File: config.mk
export PLATFORM = sky130hd
export DESIGN_NAME = alu_issue_stage
export DESIGN_NICKNAME = d
export VERILOG_FILES = /design/src/rtl/alu_issue_stage.sv
export SDC_FILE = /design/constraint.sdc
export NUM_CORES = 1
export LEC_CHECK = 0
export BUFFER_PORTS_ARGS = -buffer_cell sky130_fd_sc_hd__buf_2
export CORE_AREA = 2 2 153 155
export DETAILED_ROUTE_END_ITERATION = 6
export DIE_AREA = 0 0 155 157
export PLACE_DENSITY = 0.67
export SLEW_MARGIN = 20
export SYNTH_ARGS = -nofsm -noshare
export SYNTH_HDL_FRONTEND = slang
export SYNTH_SLANG_ARGS = --single-unit
File: constraint.sdc
create_clock -name clk -period 5.92 [get_ports clk]
set_input_delay 1.184 -clock clk [delete_from_list [all_inputs] [get_ports clk]]
set_output_delay 1.184 -clock clk [all_outputs]
set_load 0.02 [all_outputs]
File: src/rtl/alu_issue_stage.sv
// alu_issue_stage: ID/EX pipeline register in front of the ALU.
// Resolves operand forwarding from EX/MEM/WB at capture time, stalls decode on
// load-use hazards, honours back-pressure and flush, and counts load-use bubbles.
module alu_issue_stage (
    input  logic        clk,
    input  logic        rst_n,
    input  logic        dec_valid,
    output logic        dec_ready,
    input  logic [31:0] dec_pc,
    input  logic [4:0]  dec_rs1_addr,
    input  logic [4:0]  dec_rs2_addr,
    input  logic [31:0] dec_rs1_data,
    input  logic [31:0] dec_rs2_data,
    input  logic [31:0] dec_imm,
    input  logic [4:0]  dec_rd_addr,
    input  logic        dec_reg_wr,
    input  logic        dec_is_load,
    input  logic        dec_a_sel,
    input  logic        dec_b_sel,
    input  logic [3:0]  dec_alu_op,
    output logic [31:0] alu_a,
    output logic [31:0] alu_b,
    output logic [3:0]  alu_op,
    input  logic [31:0] alu_result,
    output logic        ex_valid,
    input  logic        ex_ready,
    output logic [4:0]  ex_rd_addr,
    output logic        ex_reg_wr,
    output logic        ex_is_load,
    output logic [31:0] ex_store_data,
    input  logic        mem_reg_wr,
    input  logic [4:0]  mem_rd_addr,
    input  logic [31:0] mem_data,
    input  logic        wb_reg_wr,
    input  logic [4:0]  wb_rd_addr,
    input  logic [31:0] wb_data,
    input  logic        flush,
    output logic [15:0] bubble_cnt
);

    logic        adv;
    logic        load_use;
    logic        capture;
    logic        ex_fwd_ok;
    logic [31:0] fwd_rs1;
    logic [31:0] fwd_rs2;

    // The held instruction can be replaced when it is empty or being consumed;
    // a held load cannot forward because its data is not known until MEM.
    assign adv       = ~ex_valid | ex_ready;
    assign load_use  = ex_valid & ex_is_load & dec_valid & (ex_rd_addr != 5'd0) &
                       ((ex_rd_addr == dec_rs1_addr) | (ex_rd_addr == dec_rs2_addr));
    assign dec_ready = adv & ~load_use & ~flush;
    assign capture   = dec_valid & dec_ready;
    assign ex_fwd_ok = ex_valid & ex_reg_wr & ~ex_is_load;

    // Pick the youngest in-flight producer of rs1; x0 always reads the register file.
    always_comb begin
        fwd_rs1 = dec_rs1_data;
        if (dec_rs1_addr != 5'd0) begin
            if (ex_fwd_ok && (ex_rd_addr == dec_rs1_addr)) begin
                fwd_rs1 = alu_result;
            end else if (mem_reg_wr && (mem_rd_addr == dec_rs1_addr)) begin
                fwd_rs1 = mem_data;
            end else if (wb_reg_wr && (wb_rd_addr == dec_rs1_addr)) begin
                fwd_rs1 = wb_data;
            end
        end
    end

    // Same priority chain for rs2, which also feeds the store data path.
    always_comb begin
        fwd_rs2 = dec_rs2_data;
        if (dec_rs2_addr != 5'd0) begin
            if (ex_fwd_ok && (ex_rd_addr == dec_rs2_addr)) begin
                fwd_rs2 = alu_result;
            end else if (mem_reg_wr && (mem_rd_addr == dec_rs2_addr)) begin
                fwd_rs2 = mem_data;
            end else if (wb_reg_wr && (wb_rd_addr == dec_rs2_addr)) begin
                fwd_rs2 = wb_data;
            end
        end
    end

    // Pipeline register: flush kills, advance captures or bubbles, otherwise hold.
    always_ff @(posedge clk or negedge rst_n) begin
        if (!rst_n) begin
            ex_valid      <= 1'b0;
            alu_a         <= 32'd0;
            alu_b         <= 32'd0;
            alu_op        <= 4'd0;
            ex_rd_addr    <= 5'd0;
            ex_reg_wr     <= 1'b0;
            ex_is_load    <= 1'b0;
            ex_store_data <= 32'd0;
        end else if (flush) begin
            ex_valid  <= 1'b0;
            ex_reg_wr <= 1'b0;
        end else if (adv) begin
            if (capture) begin
                ex_valid      <= 1'b1;
                alu_a         <= dec_a_sel ? dec_pc : fwd_rs1;
                alu_b         <= dec_b_sel ? dec_imm : fwd_rs2;
                alu_op        <= dec_alu_op;
                ex_rd_addr    <= dec_rd_addr;
                ex_reg_wr     <= dec_reg_wr;
                ex_is_load    <= dec_is_load;
                ex_store_data <= fwd_rs2;
            end else begin
                ex_valid  <= 1'b0;
                ex_reg_wr <= 1'b0;
            end
        end
    end

    // Count cycles where a load-use stall actually injects a bubble, saturating.
    always_ff @(posedge clk or negedge rst_n) begin
        if (!rst_n) begin
            bubble_cnt <= 16'd0;
        end else if (load_use && adv && !flush && (bubble_cnt != 16'hFFFF)) begin
            bubble_cnt <= bubble_cnt + 16'd1;
        end
    end

endmodule

==> results of run 1 <==
report_power, final:
group	switching, mW	internal, mW	total, mW
combinational	0.535	0.332	0.867
clock	0.451	0.554	1.01
sequential	0.0923	0.982	1.07
total	1.08	1.87	2.95
through the flow:
stage	utilization	hold slack (ns)	total power, mW	cell area [um^2]
6_report	0.496	0.482	2.95	11200
5_1_grt	0.496	0.519	3.08	11200
4_1_cts	0.496	0.486	2.95	11200
3_5_place_dp	0.471	0.473	1.95	10600
3_3_place_gp	0.471	0.475	1.94	10600
2_1_floorplan	-	0.593	1.57	8610
layer usage:
| layer | wire [um] | GRT usage |
|---|---|---|
| met1 | 14700 | 0.367 |
| met2 | 17000 | 0.476 |
| met3 | 3220 | 0.0672 |
| met4 | 923 | 0.106 |
| met5 | 0 | 0 |
final timing paths:
| path | from | end | slack [ns] | cells past startpoint |
|---|---|---|---|---|
| max | dec_rs1_addr[2] | dec_ready | 2.27 | 7 |
| min | bubble_cnt[9]$_DFFE_PN0P_ | bubble_cnt[9]$_DFFE_PN0P_ | 0.48 | 1 |
| max reg2reg | ex_rd_addr[1]$_DFFE_PN0P_ | alu_b[7]$_DFFE_PN0P_ | 2.87 | 6 |
| min reg2reg | bubble_cnt[9]$_DFFE_PN0P_ | bubble_cnt[9]$_DFFE_PN0P_ | 0.48 | 1 |
| max in group asynchronous | rst_n | alu_a[1]$_DFFE_PN0P_ | 3.94 | 2 |
| min in group asynchronous | rst_n | alu_b[11]$_DFFE_PN0P_ | 0.81 | 1 |
cell families (layout without fill, tap and decap cells):
family,Yosys count,count (layout)
xor+xnor,45,45
compound gates,323,323
mux,104,104
other cells,0,3
buf+inv,91,439
fa+ha+maj,1,1
flops,124,124
simple gates,253,253
state kept, by name, indices dropped and copies added, names as in the netlist:
name	cells
ex_rd_addr	5
ex_store_data	32
alu_b	32
bubble_cnt	16
ex_valid	1
alu_a	32
ex_reg_wr	1
alu_op	4
ex_is_load	1
layout by cell type (no fill, tap or decap), types with 3 or more instances in the layout:
cell type                    instances
sky130_fd_sc_hd__a21oi_1            61
sky130_fd_sc_hd__nand2_2             3
sky130_fd_sc_hd__nor2_1             94
sky130_fd_sc_hd__dfrtp_1           124
sky130_fd_sc_hd__nor4_1              3
sky130_fd_sc_hd__mux2_2             39
sky130_fd_sc_hd__buf_2             387
sky130_fd_sc_hd__nand2b_1           35
sky130_fd_sc_hd__nand3_1            33
sky130_fd_sc_hd__diode_2             3
sky130_fd_sc_hd__clkinvlp_4          4
sky130_fd_sc_hd__o22ai_1            25
sky130_fd_sc_hd__o211ai_1            5
sky130_fd_sc_hd__nand4_1             7
sky130_fd_sc_hd__inv_1               6
sky130_fd_sc_hd__xor2_1             22
sky130_fd_sc_hd__nor3_1              3
sky130_fd_sc_hd__mux2_1             10
sky130_fd_sc_hd__nand2_1            49
sky130_fd_sc_hd__xnor2_1            23
sky130_fd_sc_hd__o2bb2ai_1          23
sky130_fd_sc_hd__a211o_1            23
sky130_fd_sc_hd__clkbuf_16          17
sky130_fd_sc_hd__inv_6               3
sky130_fd_sc_hd__and3_1              7
sky130_fd_sc_hd__clkinv_4            4
sky130_fd_sc_hd__o211ai_2            6
sky130_fd_sc_hd__a31oi_1            99
sky130_fd_sc_hd__o221ai_1           32
sky130_fd_sc_hd__buf_4              11
sky130_fd_sc_hd__o21a_1             32
sky130_fd_sc_hd__o21ai_0             4
sky130_fd_sc_hd__mux2i_1            55
cell type report:
type	instances	area (um^2)
Multi-Input combinational cell	726	5050
Inverter	6	22.5
Antenna cell	3	7.51
Sequential cell	124	3100
Fill cell	2184	11300
Timing Repair Buffer	401	2070
Tap cell	285	357
Clock inverter	14	113
Clock buffer	18	439
==> flow_results.org, run 1 <==
** Timing
- At the pin with the least slew margin, the transition time is ~1.1 ns.
- Crit share post-route :: 0.617
- The worst path in the final design needs a cycle of ~3.7 ns, including I/O delays and setup.
- Setup violations remaining at the end of the flow were counted as 0.
- Measured against its own limit, the worst slew margin works out to 0.255.
- Max Slew Vio Count :: 0
- On the final layout, the worst clock skew is around 0.018 ns.
- Setup repair after global routing left no endpoint under its margin.
- Based on the critical path, the design can be clocked at up to roughly 0.27 GHz.
- PnR worst setup slack :: between 2 and 2.5 ns
- Post-Route Setup TNS :: 0 ns
- The final-report hold violation count came to 0.

** Clocking
- Clock tree from TritonCTS :: yes
- Total number of H-tree levels :: 4
- The number of clock buffers added by TritonCTS is 17.
- Number of buffers on the longest clock path :: 2
- Clock transition at path regs :: 0.07 ns
- Clock root cell :: sky130_fd_sc_hd__clkbuf_16
- Cells resized by post-CTS repair :: 0
- Number of sinks handled by clock tree synthesis :: 124
- The number of hold buffers added after CTS was 0.
- Number of setup buffers added after CTS :: 0
- For the worst-skew pair, the clock arrives at the later sink with an insertion delay of 0.42 ns.

** Synth
- Summed over all instances, the cell type with the most area after synthesis is sky130_fd_sc_hd__dfrtp_1.
- Post-synthesis sequential area ratio :: 0.360
- Most used DFF post-synth :: sky130_fd_sc_hd__dfrtp_1
- The share of synthesized area in the top cell type comes to 0.360.
- The portion of synthesized area spent on multiplexers is 0.128.
- The fraction of the mapped netlist area in compound gates was 0.264.
- Most used standard cell by instance count after synthesis :: sky130_fd_sc_hd__dfrtp_1
- Main combinational cell family by area after synthesis :: compound AO/OA/AOI/OAI gates
- Adder and majority cell fraction of the synthesized area :: 0.00145
- After synthesis, the most frequently instantiated cells are sky130_fd_sc_hd__dfrtp_1 (124), sky130_fd_sc_hd__a31oi_1 (99), sky130_fd_sc_hd__nor2_1 (95).
- Counting flops with an async set or reset pin after synthesis yields a share of 1.00.
- Basic-gate share of the synthesized area counting and, or, nand and nor cells :: 0.142
- Mapped Nets :: 1,206
- The netlist uses 53 different library cells.
- Synthesis handed over a netlist of 941 instances.
- #FFs+latches synth :: 124
- Xor/xnor share of the synthesized area :: 0.0458
- After synthesis, the cell types taking the most area are sky130_fd_sc_hd__dfrtp_1 (36%), sky130_fd_sc_hd__a31oi_1 (7.2%), sky130_fd_sc_hd__mux2i_1 (6.4%).
- After synthesis the cells add up to roughly 8600 um^2.
- Yosys printed 0 warnings.
- Average cell area after synthesis :: approximately 9.2 um^2
- Count of flip-flops with a built-in enable after synthesis :: 0

** Placement
- Before CTS, the worst setup slack after placement is between 2 and 2.5 ns.
- Including well taps, the total number of placed cells is approximately 1,500.
- DPL Wire Length :: roughly 25 mm
- RD Place Congestion :: 0.886
- The count of buffers added on input and output ports is 388.

** Detailed routing
- DR pass1 iterations :: 7
- Final wirelength :: 35.9 mm
- The count of nets left with antenna violations once routing finished came out at 0.
- After detailed routing, the number of vias per cell comes to about 5.9.
- After detailed routing, the number of remaining DRC violations is 0.
- Per-cell routed wire length :: around 23 um
- The final route contains 9,370 vias.
- Drt initial violations :: 830

** Critical path
- Broken down by cell family, the worst path's largest delay share belongs to XOR/XNOR gates.
- The critical path goes through buf_2, xor2_1, nor3b_2, a22oi_2, nor2_1, nor2_1, buf_2.
- Category of the critical setup timing path :: in -> out
- Type of destination of the critical path :: output pin
- Kind of launch point of the worst setup path :: input pin
- The largest individual stage delay along the critical path comes from the cell sky130_fd_sc_hd__xor2_1.
- Data required time of the critical path :: around 4.7 ns
- Along the worst path, the maximum fanout reaches 4.
- Crit path buffers/inverters :: 2
- Arrival time worst endpoint :: about 2.5 ns
- In this design, the stage delay of the slowest critical-path cell is 0.35 ns.

** Status
- Result of the run :: finished, final reports clean

** Floorplanning
- Chip height :: ~160 um
- Number of top-level pins :: 389
- Horizontal extent of the die :: roughly 160 um
- Core region area :: between 20,000 and 25,000 um^2
- Starting utilization of the core area :: 0.383
- The die covers between 20,000 and 25,000 um^2.
- Row generation in the floorplan step produced 55 rows.

** Run
- # Max-Cap Violations :: 0

** Global route
- The number of antenna violations at the first check in global routing is 3.
- Vias in the first global route :: 9,338
- Overflow after GRT :: 0
- The first global-routing pass estimated about 54 mm of wire.
- Entering global routing, the biggest net connects 80 pins.
- Global-route usage over all layers :: 0.287

** Power and ir drop
- Max VDD drop :: about 160 uV
- Power spread over the standard cell area amounts to ~260 nW/um^2.
- Leakage power total :: 4.80 nW

** Cells and area
- In the final layout, the share of cells above drive strength 1 is 0.389.
- Non-Filler Instances :: between 1,500 and 2,000
- Syn-to-layout area delta :: 29.6%
- The final layout contains about 1,500 nets.

** Worst hold path
- Hold/Removal Path Class :: reg -> reg
Note: power is estimated with default switching activity, not from simulation.
==> run 2: changes to the inputs <==
--- a/config.mk
+++ b/config.mk
@@ -5,11 +5,12 @@
 export SDC_FILE = /design/constraint.sdc
 export NUM_CORES = 1
 export LEC_CHECK = 0
+export ABC_AREA = 1
 export BUFFER_PORTS_ARGS = -buffer_cell sky130_fd_sc_hd__buf_2
 export CORE_AREA = 2 2 153 155
 export DETAILED_ROUTE_END_ITERATION = 6
 export DIE_AREA = 0 0 155 157
-export PLACE_DENSITY = 0.67
+export PLACE_DENSITY = 0.74
 export SLEW_MARGIN = 20
 export SYNTH_ARGS = -nofsm -noshare
 export SYNTH_HDL_FRONTEND = slang
==> constraint.sdc (replaced) <==
create_clock -name clk -period 3.47 [get_ports clk]
set_input_delay 0.694 -clock clk [delete_from_list [all_inputs] [get_ports clk]]
set_output_delay 0.694 -clock clk [all_outputs]
set_load 0.02 [all_outputs]
==> run 2 against run 1 <==
Largest cell class unchanged. Largest power group is now clock. Setup slack worse by 1.4 ns. Die area unchanged. Register-to-register slack worse by 1.9 ns. Routed wire length up 18%. Sequential cell count unchanged. Final cell count up 50%. Clock skew down 0.0067 ns.
==> flow_results.org, run 2 <==
** Critical path
- Arrival time worst endpoint :: around 2.0 ns
- Type of destination of the critical path :: output pin
- The worst setup path is launched from a register.
- Register-to-Register Setup Slack :: 0.94 ns
- FF-to-FF Start :: ex_rd_addr[4]$_DFFE_PN0P_
- The worst setup path is of the reg -> out kind.
- STA puts the critical path data required time at roughly 2.8 ns.
- Critical-path maximum fanout :: 5
- CP startpoint :: ex_rd_addr[4]$_DFFE_PN0P_

** Synth
- Post-synthesis async set-or-reset flop share :: 1.00
- Among all flip-flop cells after synthesis, the most frequent one is sky130_fd_sc_hd__dfrtp_1.
- Synth area leader :: sky130_fd_sc_hd__dfrtp_1
- Synth unique cells :: 33
- Count of flip-flops with a built-in enable after synthesis :: 0
- Post-synthesis instance area :: between 10,000 and 15,000 um^2
- Number of cells produced by synthesis :: roughly 1,700
- Post-synthesis sequential area ratio :: 0.306
- A synthesized cell averages between 5 and 6 um^2.
- The number of nets handed over by synthesis was ~2,000.
- Of the post-synthesis cell area, the dominant cell type holds 0.306.
- The commonest cells after synthesis are sky130_fd_sc_hd__nand2_1 (549), sky130_fd_sc_hd__nand3_1 (329), sky130_fd_sc_hd__inv_1 (260).
- sky130_fd_sc_hd__nand2_1 is the most common cell in the netlist.
- Area contributors post-synth :: sky130_fd_sc_hd__dfrtp_1 (31%), sky130_fd_sc_hd__nand2_1 (20%), sky130_fd_sc_hd__nand3_1 (16%)
- After synthesis the netlist holds a flip-flop and latch count of 124.
- Yosys warning total :: 0

** Clocking
- Clock latency on the worst-skew pair, taken at its later pin, is between 0.4 and 0.5 ns.
- The root buffer cell chosen for the clock tree is sky130_fd_sc_hd__clkbuf_16.
- The number of hold buffers added after CTS was 0.
- The longest clock path from root to sink contains 2 buffers.
- TritonCTS created 17 clock buffers.
- Number of sinks handled by clock tree synthesis :: about 120
- TritonCTS built the clock tree.
- Total number of H-tree levels :: 4
- After clock tree synthesis, the repair step resized 0 gates.
- Clock-pin slew was measured on the worst setup and hold paths at 0.06 ns.
- In this run the post-CTS setup repair buffer count came out at 0.

** Timing
- Of the available clock period, the critical path in the final layout requires 0.764.
- Final-report hold violation count :: 0
- Max Slew Vio Count :: 0
- Unrepaired setup endpoints after global routing :: no
- Setup violations remaining at the end of the flow were counted as 0.
- For the final routed database, the setup TNS stands at 0 ns.
- Highest clock frequency the design can meet :: approximately 0.38 GHz
- Subtracting the final worst setup slack from the clock period gives approximately 2.7 ns.
- Worst slew margin relative to its limit :: 0.379
- The clock arrives with 0.0113 ns of skew.
- Pin slew with the least headroom to its limit :: roughly 0.93 ns

** Floorplanning
- Die ar. :: 24,300 um^2
- Horizontal extent of the die :: roughly 160 um
- Count of standard-cell rows :: between 50 and 60
- The floorplan step set the die height to 157 um.
- For this design the top-level I/O count stands at between 300 and 400.
- The initial utilization of the core area, before any placement, comes to 0.450.
- After floorplanning, the core was sized to cover roughly 23,000 um^2.

** Cells and area
- Final core utilization :: 0.578
- In the final layout, the share of cells above drive strength 1 is 0.254.
- Syn-to-layout area delta :: 28.3%
- Biggest registers after layout :: alu_a (32), alu_b (32), ex_store_data (32)
- In the final design database the tool counted 2,305 nets.
- Leading cell type in the layout, fill and taps excluded :: sky130_fd_sc_hd__nand2_1
- In the layout the commonest cells are sky130_fd_sc_hd__nand2_1 (549), sky130_fd_sc_hd__buf_2 (387), sky130_fd_sc_hd__nand3_1 (328).

** Detailed routing
- Antenna-violating nets left :: 0
- DRC viols :: 0
- The detailed router finished its first iteration with 1,429 violations.
- Final wirelength :: between 40 and 50 mm
- Number of vias per cell after detailed routing :: about 5.3
- Per-cell routed wire length :: ~18 um
- Summing over every cut layer, the via total after detailed routing is approximately 12,000.
- After detailed routing, the met3 layer carries around 4.5 mm of wire.
- Routed met1 length :: around 18 mm
- Detail Route met2 WL :: 18.6 mm
- Highest layer used for signal routing :: met5
- DR pass1 iterations :: 7

** Power and ir drop
- Summing internal, switching and leakage power gives 5.44 mW.
- Leakage power total :: 7.66 nW
- Across the VDD grid, the largest voltage drop is just over 300 uV.
- Power density over the cells :: ~420 nW/um^2

** Placement
- # port buffers :: between 300 and 400
- RD Place Congestion :: between 1 and 1.5
- After legalization and detailed placement, the total HPWL measured roughly 31 mm.

** Worst hold path
- The tightest min-delay check is of the in -> async type.

** Status
- The flow ran to the end, and the final reports show no timing, DRC or antenna violations.

** Global route
- Antenna violations before repair :: 21
- The first global-routing pass estimated between 60 and 70 mm of wire.
- Overflow after GRT :: 0
- In the global route stage, overall resource usage came out at 0.342.
- Entering global routing, the biggest net connects between 100 and 150 pins.
- Vias in the first global route :: ~11,000

** Run
- Max-cap violations in this run came to 0.
run 2: logic make-up (layout without fill, tap and decap cells):
family / count (synthesis) / count (layout) / share of synthesized area
compound gates: 82 / 82 / 0.0529
xor+xnor: 22 / 22 / 0.0190
fa+ha+maj: 1 / 1 / 0.00123
buf+inv: 365 / 715 / 0.141
flops: 124 / 124 / 0.306
other cells: 0 / 21 / 0
simple gates: 1108 / 1108 / 0.480
run 2: through the flow:
| stage | cells | hold WS [ns] | area [um^2] | worst slack (ns) |
|---|---|---|---|---|
| 4_1_cts | 2337 | 0.194 | 12900 | 0.815 |
| 6_report | 2358 | 0.195 | 13000 | 0.819 |
| 3_5_place_dp | 2306 | 0.461 | 12300 | 0.648 |
| 2_1_floorplan | 1702 | 0.398 | 10100 | 1.30 |
| 3_3_place_gp | 2306 | 0.457 | 12300 | 0.716 |
| 5_1_grt | 2356 | 0.211 | 13000 | 0.659 |
run 2: worst paths after layout:
check | end | cells after the start
setup / recovery | dec_ready | 8
hold / removal | alu_op[1]$_DFFE_PN0P_ | 1
setup reg to reg | alu_a[25]$_DFFE_PN0P_ | 9
hold reg to reg | alu_b[2]$_DFFE_PN0P_ | 2
max in group asynchronous | ex_store_data[8]$_DFFE_PN0P_ | 2
min in group clk | ex_is_load$_DFFE_PN0P_ | 3
run 2: layout make-up:
type / instances / area [um^2]
fillers: 2341 / 9510
multi-input cells: 1213 / 5650
flip-flops and latches: 124 / 3100
repair buffers: 417 / 2200
inverters: 267 / 1000
clock buffers: 17 / 425
well taps: 285 / 357
clock inverters: 14 / 204
diodes: 21 / 52.6
run 2: worst max-delay path, stage by stage (launching register included):
cell and delay [ns]:
sky130_fd_sc_hd__dfrtp_1 0.48, sky130_fd_sc_hd__xor2_1 0.20, sky130_fd_sc_hd__nor2_1 0.16, sky130_fd_sc_hd__nand3_1 0.16, sky130_fd_sc_hd__inv_1 0.17, sky130_fd_sc_hd__o21bai_4 0.11, sky130_fd_sc_hd__nand2_1 0.07, sky130_fd_sc_hd__inv_1 0.04
sky130_fd_sc_hd__buf_2 0.15
run 2: power by group:
group	switching, mW	total [mW]	internal, mW
clock	0.781	2.00	1.22
sequential	0.153	1.83	1.68
combinational	1.05	1.61	0.561
run 2: routing by layer:
| layer | vias up | track usage |
|---|---|---|
| met1 | 5581 | 0.471 |
| met2 | 778 | 0.520 |
| met5 | - | 0 |
| met3 | 88 | 0.0683 |
| li1 | 5992 | - |
| met4 | 2 | 0.153 |
